## config.mk

```make
export PLATFORM = sky130hd
export DESIGN_NAME = uart_tx_scheduler
export DESIGN_NICKNAME = d
export VERILOG_FILES = /design/src/rtl/uart_pkg.sv /design/src/rtl/rr_arbiter.sv /design/src/rtl/uart_tx_scheduler.sv
export SDC_FILE = /design/constraint.sdc
export NUM_CORES = 1
export LEC_CHECK = 0
export ABC_AREA = 1
export BUFFER_PORTS_ARGS = -buffer_cell sky130_fd_sc_hd__buf_4
export CAP_MARGIN = 0
export CORE_MARGIN = 5
export CORE_UTILIZATION = 40
export DETAILED_ROUTE_END_ITERATION = 8
export GPL_ROUTABILITY_DRIVEN = 1
export HOLD_SLACK_MARGIN = 0.08
export PLACE_DENSITY = 0.7
export SYNTH_ARGS = -nofsm -noshare
export SYNTH_HDL_FRONTEND = slang
export SYNTH_SLANG_ARGS = --single-unit
```

## constraint.sdc

```tcl
create_clock -name clk -period 1.95 [get_ports clk]
set_clock_uncertainty 0.05 [all_clocks]
set_input_delay 0 -clock clk [delete_from_list [all_inputs] [get_ports clk]]
set_output_delay 0 -clock clk [all_outputs]
set_load 0.02 [all_outputs]
```

## src/rtl/uart_pkg.sv

```systemverilog
// uart_pkg: shared types and defaults for the UART transmit blocks.
//   sched_state_t      - states of the transmit scheduler FSM
//   DEFAULT_DATA_WIDTH - bits per UART character
//   DEFAULT_OVERSAMPLE - baud_tick pulses per UART bit time
package uart_pkg;

  localparam int DEFAULT_DATA_WIDTH = 8;
  localparam int DEFAULT_OVERSAMPLE = 16;

  typedef enum logic [2:0] {
    IDLE      = 3'd0,
    SEND      = 3'd1,
    WAIT_BUSY = 3'd2,
    WAIT_DONE = 3'd3,
    GAP       = 3'd4
  } sched_state_t;

endpackage

```

## src/rtl/rr_arbiter.sv

```systemverilog
// rr_arbiter: combinational round-robin pick.
//   req        - request vector, one bit per requester
//   last_grant - index granted most recently; search starts one above it
//   grant_idx  - first set request found at last_grant+1, +2, ... mod NUM_REQ
//   any_req    - at least one request bit is set (grant_idx valid only then)
module rr_arbiter #(
  parameter int NUM_REQ = 4,
  parameter int IW      = $clog2(NUM_REQ)
) (
  input  logic [NUM_REQ-1:0] req,
  input  logic [IW-1:0]      last_grant,
  output logic [IW-1:0]      grant_idx,
  output logic               any_req
);

  // One extra bit so last_grant + i (at most 2*NUM_REQ-1) never overflows
  // before the single wrap subtraction.
  logic [IW:0] cand;
  logic        found;

  always_comb begin
    grant_idx = '0;
    found     = 1'b0;
    cand      = '0;
    for (int i = 1; i <= NUM_REQ; i++) begin
      cand = {1'b0, last_grant} + (IW+1)'(i);
      if (cand >= (IW+1)'(NUM_REQ)) cand = cand - (IW+1)'(NUM_REQ);
      if (!found && req[cand[IW-1:0]]) begin
        found     = 1'b1;
        grant_idx = cand[IW-1:0];
      end
    end
  end

  assign any_req = |req;

endmodule

```

## src/rtl/uart_tx_scheduler.sv

```systemverilog
// uart_tx_scheduler: shares one UART transmit datapath between NUM_REQ
// byte-stream requesters with round-robin bursts and an idle gap per frame.
//   clk, rst_n   - clock, asynchronous active-low reset
//   baud_tick    - one-cycle pulse, OVERSAMPLE per bit time (times the gap)
//   req_valid    - per-requester byte available
//   req_data     - requester i byte at [i*DATA_WIDTH +: DATA_WIDTH]
//   req_last     - current byte ends the requester's burst
//   req_ready    - one-hot byte accept (combinational, only in SEND)
//   tx_start     - registered one-cycle pulse launching a frame
//   tx_data      - registered byte, stable from tx_start until next accept
//   tx_busy      - datapath frame in progress
//   grant_id     - current or most recent grantee
//   grant_active - a grant is held
//   dbg_state    - current FSM state
//
// Handshake: a requester byte transfers on a rising edge where
// req_valid[i] && req_ready[i]; req_ready never depends on anything but
// state, grant_id and req_valid, and a requester must hold data/last stable
// while valid is high and not yet accepted.
module uart_tx_scheduler
  import uart_pkg::*;
#(
  parameter int NUM_REQ    = 4,
  parameter int DATA_WIDTH = DEFAULT_DATA_WIDTH,
  parameter int MAX_BURST  = 16,
  parameter int OVERSAMPLE = DEFAULT_OVERSAMPLE,
  parameter int GAP_BITS   = 1
) (
  input  logic                          clk,
  input  logic                          rst_n,
  input  logic                          baud_tick,
  input  logic [NUM_REQ-1:0]            req_valid,
  input  logic [NUM_REQ*DATA_WIDTH-1:0] req_data,
  input  logic [NUM_REQ-1:0]            req_last,
  output logic [NUM_REQ-1:0]            req_ready,
  output logic                          tx_start,
  output logic [DATA_WIDTH-1:0]         tx_data,
  input  logic                          tx_busy,
  output logic [$clog2(NUM_REQ)-1:0]    grant_id,
  output logic                          grant_active,
  output sched_state_t                  dbg_state
);

  localparam int IW        = $clog2(NUM_REQ);
  localparam int BW        = $clog2(MAX_BURST + 1);
  localparam int GAP_TICKS = GAP_BITS * OVERSAMPLE;
  localparam int GW        = (GAP_TICKS > 2) ? $clog2(GAP_TICKS) : 1;
  localparam int GAP_LAST  = (GAP_TICKS > 0) ? GAP_TICKS - 1 : 0;

  sched_state_t          state, state_nxt;
  logic [IW-1:0]         last_grant;
  logic [BW-1:0]         burst_cnt;
  logic [GW-1:0]         gap_cnt;
  logic                  last_flag;
  logic [IW-1:0]         arb_idx;
  logic                  any_req;
  logic [DATA_WIDTH-1:0] sel_data;
  logic                  accept, grant_take, release_grant;
  logic                  release_cond, gap_done;

  rr_arbiter #(.NUM_REQ(NUM_REQ), .IW(IW)) u_arb (
    .req        (req_valid),
    .last_grant (last_grant),
    .grant_idx  (arb_idx),
    .any_req    (any_req)
  );

  assign sel_data     = req_data[grant_id*DATA_WIDTH +: DATA_WIDTH];
  assign release_cond = last_flag || (burst_cnt == BW'(MAX_BURST));
  assign gap_done     = (state == GAP) && baud_tick && (gap_cnt == GW'(GAP_LAST));
  assign dbg_state    = state;

  always_ff @(posedge clk or negedge rst_n) begin
    if (!rst_n) state <= IDLE;
    else        state <= state_nxt;
  end

  always_comb begin
    state_nxt     = state;
    req_ready     = '0;
    accept        = 1'b0;
    grant_take    = 1'b0;
    release_grant = 1'b0;
    case (state)
      IDLE: begin
        if (any_req) begin
          grant_take = 1'b1;
          state_nxt  = SEND;
        end
      end
      SEND: begin
        // A stalled grantee forfeits its turn rather than blocking others.
        if (req_valid[grant_id]) begin
          req_ready[grant_id] = 1'b1;
          accept              = 1'b1;
          state_nxt           = WAIT_BUSY;
        end else begin
          release_grant = 1'b1;
          state_nxt     = IDLE;
        end
      end
      WAIT_BUSY: begin
        if (tx_busy) state_nxt = WAIT_DONE;
      end
      WAIT_DONE: begin
        if (!tx_busy) begin
          if (GAP_BITS > 0) begin
            state_nxt = GAP;
          end else if (release_cond) begin
            release_grant = 1'b1;
            state_nxt     = IDLE;
          end else begin
            state_nxt = SEND;
          end
        end
      end
      GAP: begin
        if (gap_done) begin
          if (release_cond) begin
            release_grant = 1'b1;
            state_nxt     = IDLE;
          end else begin
            state_nxt = SEND;
          end
        end
      end
      default: state_nxt = IDLE;
    endcase
  end

  always_ff @(posedge clk or negedge rst_n) begin
    if (!rst_n) begin
      tx_start     <= 1'b0;
      tx_data      <= '0;
      grant_id     <= '0;
      grant_active <= 1'b0;
      last_grant   <= IW'(NUM_REQ - 1);
      burst_cnt    <= '0;
      gap_cnt      <= '0;
      last_flag    <= 1'b0;
    end else begin
      tx_start <= accept;
      if (accept) begin
        tx_data   <= sel_data;
        last_flag <= req_last[grant_id];
        burst_cnt <= burst_cnt + BW'(1);
      end
      if (grant_take) begin
        grant_id     <= arb_idx;
        grant_active <= 1'b1;
        burst_cnt    <= '0;
      end
      if (release_grant) begin
        last_grant   <= grant_id;
        grant_active <= 1'b0;
      end
      if ((state == GAP) && baud_tick) begin
        gap_cnt <= gap_done ? '0 : gap_cnt + GW'(1);
      end
    end
  end

endmodule

```

Word level (Yosys, flattened, before mapping)
Cells that the tools add are included.
Word-level totals
  register bits after elaboration: 27
  bits in latches: 0
  memory bits (writable): 0
  ROM bits: 0
  output and inout bits: 19
  logic and storage cells: 102
  memories kept: 0
Operators by class
  add/subtract/negate cells: 10
  $mul: 0
  divide/modulo/power cells: 0
  $lt $le $gt $ge: 10
  equality and inequality tests: 10
  shifts and indexed selects: 1
  muxes and demuxes: 47
  bitwise logic cells: 0
  reductions and logical operators: 15
Operators with widths (count)
  variable part select 32 x 6 -> 8 bit: 1
  2-to-1 mux 1 bit: 20
  2-to-1 mux 2 bit: 9
  < comparator 2 x 3 -> 1 bit, second input constant: 5
  one-hot mux 3 bit (5 select lines): 1
  binary-select mux 1 bit (select 2 bit): 6
  >= comparator 3 bit, second input constant: 4
  2-to-1 mux 3 bit: 4
  2-to-1 mux 4 bit: 3
  2-to-1 mux 5 bit: 2
  != test 2 bit, second input constant: 4
  subtractor 2 x 1 -> 2 bit, second input constant: 4
  adder 2 x 2 -> 3 bit, second input constant: 2
  equality test 3 x 2 -> 1 bit, second input constant: 2
  logical AND 1 bit: 6
  adder 5 x 1 -> 5 bit, second input constant: 1
  equality test 5 bit, second input constant: 1
  adder 4 x 1 -> 4 bit, second input constant: 1
  equality test 4 bit, second input constant: 1
  AND reduction 4 bit: 1
  nonzero test 2 bit: 2
  OR reduction 4 bit: 1
  adder 2 x 1 -> 3 bit, second input constant: 1
  adder 2 x 3 -> 3 bit, second input constant: 1
  other kinds (8): 10

Longest topological paths before layout
Gate-level depths: netlist of the first run.
  depth in word-level cells: 15
  gate-level depth with buffers: 12
  depth with buffers taken out: 11

By module
From an unflattened synthesis of the first run, not the netlist that was laid out.
Second synthesis, totals
  cell total of the unflattened synthesis: 275
  area total of the unflattened synthesis: 1975.6 um^2
By module, submodules not included
  uart_tx_scheduler: instances 1, cells an instance 225, area an instance 1674.1 um^2, seq. area each 678.2 um^2
  rr_arbiter: instances 1, cells an instance 50, area an instance 301.5 um^2, seq. area each 0.0 um^2

Least setup slack after synthesis of the first run
No wires, ideal clock.
  path kind: register to output
  start point: register grant_id[0]
  end point: output req_ready[1]
  arrival: 1618 ps
  required time: 1900 ps
  slack: 282 ps
  cell stages (with the launch flop): 8
  cells stage by stage: dfrtp_1 buf_6 nor2_2 a21oi_1 o21ai_2 nand2_4 buf_2 nor2_1
On the way
  word-level cells in the longest chain between the ends: 6
Ends and longest elaborated chain
  from (decl): line uart_tx_scheduler.sv:39  | output logic [$clog2(NUM_REQ)-1:0] grant_id,
  from (signal assigned): line uart_tx_scheduler.sv:149  | grant_id <= arb_idx;
  < comparator 2 x 3 -> 1 bit (implied by the code) / >= comparator 2 x 1 -> 1 bit (equally long branches): line uart_tx_scheduler.sv:94  | req_ready[grant_id] = 1'b1;
  logical AND 1 bit (implied by the code): line uart_tx_scheduler.sv:94
  2-to-1 mux 1 bit (implied by the code): line uart_tx_scheduler.sv:94
  demux 1 bit (select 2 bit): line uart_tx_scheduler.sv:94
  2-to-1 mux 4 bit *: line uart_tx_scheduler.sv:93  | if (req_valid[grant_id]) begin
  2-to-1 mux 4 bit *: line uart_tx_scheduler.sv:84  | case (state)
  to (decl): line uart_tx_scheduler.sv:35  | output logic [NUM_REQ-1:0] req_ready,
Mark *: on every way between the ends. The rest lies on a longest branch, timed or not. The select of a mux whose other input is x is not followed.

Worst setup path after layout of the first run
  start point: register state[2], in the netlist dbg_state[2]
  end point: output req_ready[0]
On the way
  word-level cells in the longest chain between the ends: 2
Ends and longest elaborated chain
  from (decl): line uart_tx_scheduler.sv:50  | sched_state_t state, state_nxt;
  from (signal assigned): line uart_tx_scheduler.sv:75  | else state <= state_nxt;
  equality test 3 x 1 -> 1 bit: line uart_tx_scheduler.sv:84
  2-to-1 mux 4 bit: line uart_tx_scheduler.sv:84
No other way between the ends.

==> results of run 1 <==
==> worst max-delay path: stages (launching register included) <==
cell	delay, ns
dfrtp_1	0.48
nor3_1	0.43
nand2_4	0.21
nor3_2	0.18
buf_4	0.17
==> state kept, by name (all words and copies together), names as in the netlist <==
register and flops:
burst_cnt 5, gap_cnt 4, tx_start 1, tx_data 8
grant_id 2, last_flag 1, last_grant 2, dbg_state 3
grant_active 1
==> cell families (layout without fill, tap and decap cells) <==
group | count (synthesis) | after routing | share of synthesized area [%]
buf+inv | 43 | 132 | 10.73
flops | 27 | 27 | 37.77
simple gates | 151 | 151 | 36.65
compound gates | 29 | 29 | 10.80
other cells | 0 | 1 | 0
fa+ha+maj | 3 | 3 | 2.091
xor+xnor | 4 | 4 | 1.951
==> worst paths after layout <==
check,endpoint,depth (start not counted)
setup reg to reg,dbg_state[2],4
min in group asynchronous,tx_data[5],2
max in group asynchronous,last_grant[0],2
setup / recovery,req_ready[0],4
hold reg to reg,tx_data[2],2
hold / removal,tx_data[2],5
==> cell usage after synthesis <==
cell type / instances
dfrtp_1: 25
inv_2: 2
clkbuf_1: 3
o21ai_2: 1
a21oi_1: 4
nand3_1: 40
o22ai_1: 1
buf_2: 2
o41ai_1: 1
ha_1: 3
nand3b_1: 2
nand4_1: 4
nor2_1: 12
nand2_4: 1
o21ai_1: 7
o2111ai_1: 9
nor3_1: 4
o21a_1: 1
a41oi_1: 1
inv_4: 1
xor2_1: 4
or2_1: 1
dfstp_2: 2
buf_4: 1
nor3_2: 1
buf_6: 3
nor2_2: 1
nand2_1: 85
inv_1: 31
o21ai_0: 4
==> what timing repair did <==
item | CTS | global route
hold buffers | 27 | 0
hold endpoints to repair | 40 | 0
resized for setup | 0 | 2
setup endpoints to repair | 0 | 4
==> power by group <==
| group | internal, mW | switching [mW] |
|---|---|---|
| sequential | 0.789 | 0.206 |
| combinational | 0.817 | 1.29 |
| clock | 0.146 | 0.166 |
| total | 1.75 | 1.66 |
==> routing by layer <==
metal  vias up  GRT usage (%)  part of all wire [%]
li1       1022              -                     -
met1       907          22.13                    43
met2        61          31.15                    48
met3        19          3.747                   4.8
met4         0          7.732                   3.9
met5         -              0                     0
==> area by class of cell <==
class	instances	area, um2	area share, %
well taps	52	65.06	2.477
inverters	34	130.1	4.955
flip-flops and latches	27	678.2	25.82
repair buffers	94	773.2	29.44
diodes	1	2.502	0.09528
multi-input cells	187	932.1	35.49
clock buffers	4	45.04	1.715
==> flow_summary.json, run 1 <==
{
  "wire_per_inst_um": 13.55,
  "outcome": "finished, final reports clean",
  "post-route-util_pct": 60.32,
  "clockBufferDepth": 2,
  "min_path_type": "primary input to register",
  "via_per_inst": 5.035,
  "period_minus_slack_ns": 1.789,
  "finish.instance_area_um2": 2626,
  "dp_hpwl_mm": 3.745,
  "core-area_um2": 4354,
  "vias": 2009,
  "drc": 0,
  "worst-path-max-fanout": 15,
  "min_from": "req_data[10]",
  "antenna_found_initial": 0,
  "mostFrequentLayoutCells": "nand2_1, buf_4, nand3_1",
  "mostFrequentLayoutCell": "nand2_1",
  "post-cts-setup-buffer-count": 0,
  "fin_crit_sh_pct": 91.72,
  "avgSynthCellArea_um2": 6.986,
  "grt_max_degree": 28,
  "dieArea_um2": 5928,
  "startpoint_type": "register",
  "fmax_mhz": 559.1,
  "grt_util_all_layers_pct": 18.25,
  "finalPower_mw": 3.414,
  "power-per-cell-area_nw_per_um2": 1300,
  "ir_worst_vdd_v": 0.0005979,
  "maxSlewHeadroom_pct": 71.17,
  "finalNonFillerCells": 399,
  "fillers": 408,
  "tightest_slew_ns": 0.4292,
  "synth_area_um2": 1795,
  "gp_congestion": 0.8385,
  "setup_slack_ns": 0.1614,
  "yosys.area.top_type_share_pct": 34.84,
  "synth_area_leaders": "dfrtp_1, nand2_1, nand3_1, inv_1, o2111ai_1",
  "placed_cells": 367,
  "grt_pass1_vias": 1926,
  "antenna_left": 0,
  "rows": 24,
  "path_clk_slew_ns": 0.09,
  "totalWireLength_mm": 5.405,
  "leakagePower_nw": 1.374,
  "ff2ff_setup_slack_ns": 0.20,
  "ys_warn_count": 0,
  "first_pass_iters": 4,
  "syn_nets": 304,
  "area_growth_pct": 46.27,
  "grt_pass1_wl_mm": 9.011,
  "fin_hold_ws_ns": 0.08331,
  "ys_seq_area_share_pct": 37.77,
  "finalSetupTns_ns": 0,
  "end_kind": "output pin",
  "reg2reg_from": "dbg_state[2]",
  "drt_iter0_drc": 76,
  "ys_seq_elements": 27,
  "die_y_um": 77.00,
  "rsz0062_at_grt": "false",
  "cp_data_required_time_ns": 1.90,
  "setup_viol": 0,
  "slew_violations": 0,
  "synth_top_area_cell": "dfrtp_1",
  "nets": 394,
  "start_util_pct": 41.24,
  "cp.arrival_ns": 1.74,
  "cts_tree": "yes",
  "dp_slack_ns": 0.2060,
  "startpoint": "dbg_state[2]",
  "drive_gt1_share_pct": 23.12,
  "maxCapViolCount": 0,
  "cts-root-buf": "clkbuf_8",
  "syn_inst": 257,
  "clk_latency_ns": 0.27,
  "hold_viol": 0,
  "crit_type": "register to output pin",
  "die_w_um": 77.00,
  "cts_sinks": 27,
  "dpl_cell_area_um2": 2301,
  "port-buffer-count": 62,
  "overflow": 0,
  "synth_cell_types": 30,
  "cts_buffers": 3,
  "pin_count": 63,
  "htree_levels": 1
}
Power figures use the tool's default switching activity.
==> inputs of run 2 (changes only) <==
Settings changed: PLACE_DENSITY 0.7 to 0.69, SYNTH_HIERARCHICAL from default to 1.
==> run 2 against run 1 <==
Net effect: clock power grew 5%; utilization is 2.8 points lower; die area increased by 8.7%; sequential share of layout area is 1.0 points lower; worst hold slack better by 0.025 ns; worst setup slack worse by 0.011 ns; sequential power grew 7%; critical path depth increased by 3; critical path type is now register to register; largest cell class unchanged; largest power group unchanged.
==> flow_summary.json, run 2 <==
{
  "mostFrequentLayoutCell": "nand2_1",
  "finish.instance_area_um2": 2736,
  "wirelength_met1_mm": 2.044,
  "wire_per_inst_um": 12.09,
  "rows": 25,
  "end_kind": "register",
  "grt_pass1_wl_mm": 8.838,
  "start_util_pct": 41.55,
  "die_y_um": 80.28,
  "highest_layer": "met4",
  "fin_hold_ws_ns": 0.1081,
  "syn_nets": 322,
  "antenna_left": 0,
  "core-area_um2": 4755,
  "overflow": 0,
  "clockBufferDepth": 2,
  "cts_sinks": 27,
  "via_per_inst": 5.062,
  "slew_violations": 0,
  "hold_viol": 0,
  "syn_inst": 275,
  "ys_seq_area_share_pct": 34.33,
  "min_path_type": "primary input to async pin",
  "cts-root-buf": "clkbuf_8",
  "ys.flop_type": "dfrtp_1",
  "worst-path-max-fanout": 21,
  "rsz0062_at_grt": "false",
  "path_common_cell": "nand2_1",
  "fillers": 467,
  "setup_viol": 0,
  "startpoint": "grant_id[1]",
  "vias": 2121,
  "clk_latency_ns": 0.28,
  "drc": 0,
  "cts_buffers": 3,
  "regMostFlops": "tx_data",
  "htree_levels": 1,
  "grt_util_all_layers_pct": 16.99,
  "drive_gt1_share_pct": 29.83,
  "path_cells": "inv_1, buf_4, nand3_1, nand4_1, dlygate4sd3_1, nand2_1, nand2_1",
  "placed_cells": 394,
  "dieArea_um2": 6445,
  "mostFrequentLayoutCells": "nand2_1, buf_4, nand3_1",
  "finalNonFillerCells": 419,
  "cp.arrival_ns": 1.97,
  "setup_slack_ns": 0.1500,
  "cpMaxStageDelayCell": "dlygate4sd3_1",
  "startpoint_type": "register",
  "largest_reg_flops": 8,
  "cts_tree": "yes",
  "drt_iter0_drc": 168,
  "path_clk_slew_ns": 0.09,
  "area_growth_pct": 38.51,
  "maxSlewHeadroom_pct": 62.76,
  "maxCapViolCount": 0,
  "ir_worst_vdd_v": 0.0005613,
  "nets": 400,
  "antenna_found_initial": 0,
  "outcome": "finished, final reports clean",
  "first_pass_iters": 4,
  "tightest_slew_ns": 0.5570,
  "wl_met3_um": 352,
  "synth_cell_types": 27,
  "synth_area_um2": 1976,
  "reg2reg_from": "grant_id[1]",
  "avgSynthCellArea_um2": 7.184,
  "power-per-cell-area_nw_per_um2": 1439,
  "period_minus_slack_ns": 1.800,
  "grt_pass1_vias": 2014,
  "gp_congestion": 0.8313,
  "max_stage_delay_ns": 0.55,
  "dp_hpwl_mm": 3.819,
  "ys_seq_elements": 27,
  "port-buffer-count": 62,
  "fmax_mhz": 555.6,
  "crit_type": "register to register",
  "die_w_um": 80.28,
  "fin_crit_sh_pct": 92.31,
  "post-cts-setup-buffer-count": 0,
  "finalSetupTns_ns": 0,
  "synth_area_leaders": "dfrtp_1, nand3_1, nand2_1, nand4_1, nand2_4",
  "synth_edf_count": 0,
  "wl_met2_mm": 2.635,
  "yosys.area.top_type_share_pct": 31.67,
  "ys_warn_count": 6,
  "dp_slack_ns": 0.3075,
  "synth.most_common_cell": "nand2_1",
  "pin_count": 63,
  "post-route-util_pct": 57.55,
  "n_antenna_cell": 0,
  "totalWireLength_mm": 5.064,
  "grt_max_degree": 28,
  "finalPower_mw": 3.938,
  "synth_top_area_cell": "dfrtp_1",
  "top_regs": "tx_data (8), burst_cnt (5), gap_cnt (4)",
  "synth_commonest_cells": "nand2_1, nand3_1, dfrtp_1",
  "cp_data_required_time_ns": 2.12,
  "ys_async_sr_fraction_pct": 100.0,
  "leakagePower_nw": 1.419,
  "dpl_cell_area_um2": 2477,
  "cts_resized": 0
}
## run 2: logic make-up (layout without fill, tap and decap cells)
kind of cell	Yosys count	after routing	synth area share (%)
AND/OR/NAND/NOR	196	196	51.36
buffers and inverters	36	113	8.359
flip-flops	27	27	34.33
AO/OA/AOI/OAI	10	10	2.597
adder cells (fa/ha/maj)	3	3	1.900
XOR/XNOR	2	2	0.8868
multiplexers	1	1	0.5699
## run 2: critical path: cells and delay by family (launching register included)
kind	cells	cell delay (ns)
buffers and inverters	3	0.89
and+or+nand+nor	4	0.37
DFF	1	0.43
## run 2: area by class of cell
class	count	area, um2	area share (%)
Clock buffer	3	41.29	1.509
Multi-Input combinational cell	212	1132	41.38
Tap cell	67	83.83	3.064
Clock inverter	1	7.507	0.2743
Sequential cell	27	678.2	24.78
Inverter	22	87.58	3.201
Timing Repair Buffer	87	705.7	25.79
## run 2: report_power, final
group | internal, mW | switching [mW]
clock network | 0.145 | 0.183
logic | 1.04 | 1.51
registers | 0.806 | 0.255
total | 1.99 | 1.95
## run 2: per-layer routing
metal / GRT usage (%) / up-vias
li1: - / 1066
met1: 20.06 / 991
met2: 30.55 / 59
met3: 5.045 / 5
met4: 3.041 / 0
met5: 0 / -
## run 2: final timing paths
kind / end / slack [ns] / depth (start not counted)
max: tx_data[7] / 0.15 / 7
min: gap_cnt[1] / 0.11 / 2
min in group clk: last_grant[1] / 0.20 / 7
max reg2reg: tx_data[7] / 0.15 / 7
max in group asynchronous: last_grant[1] / 1.44 / 2
min reg2reg: tx_data[0] / 0.45 / 2
## run 2: repair_timing
item                                    CTS  global route
endpoints found under the setup margin    0             0
hold buffers                             21             0
endpoints found under the hold margin    40             0
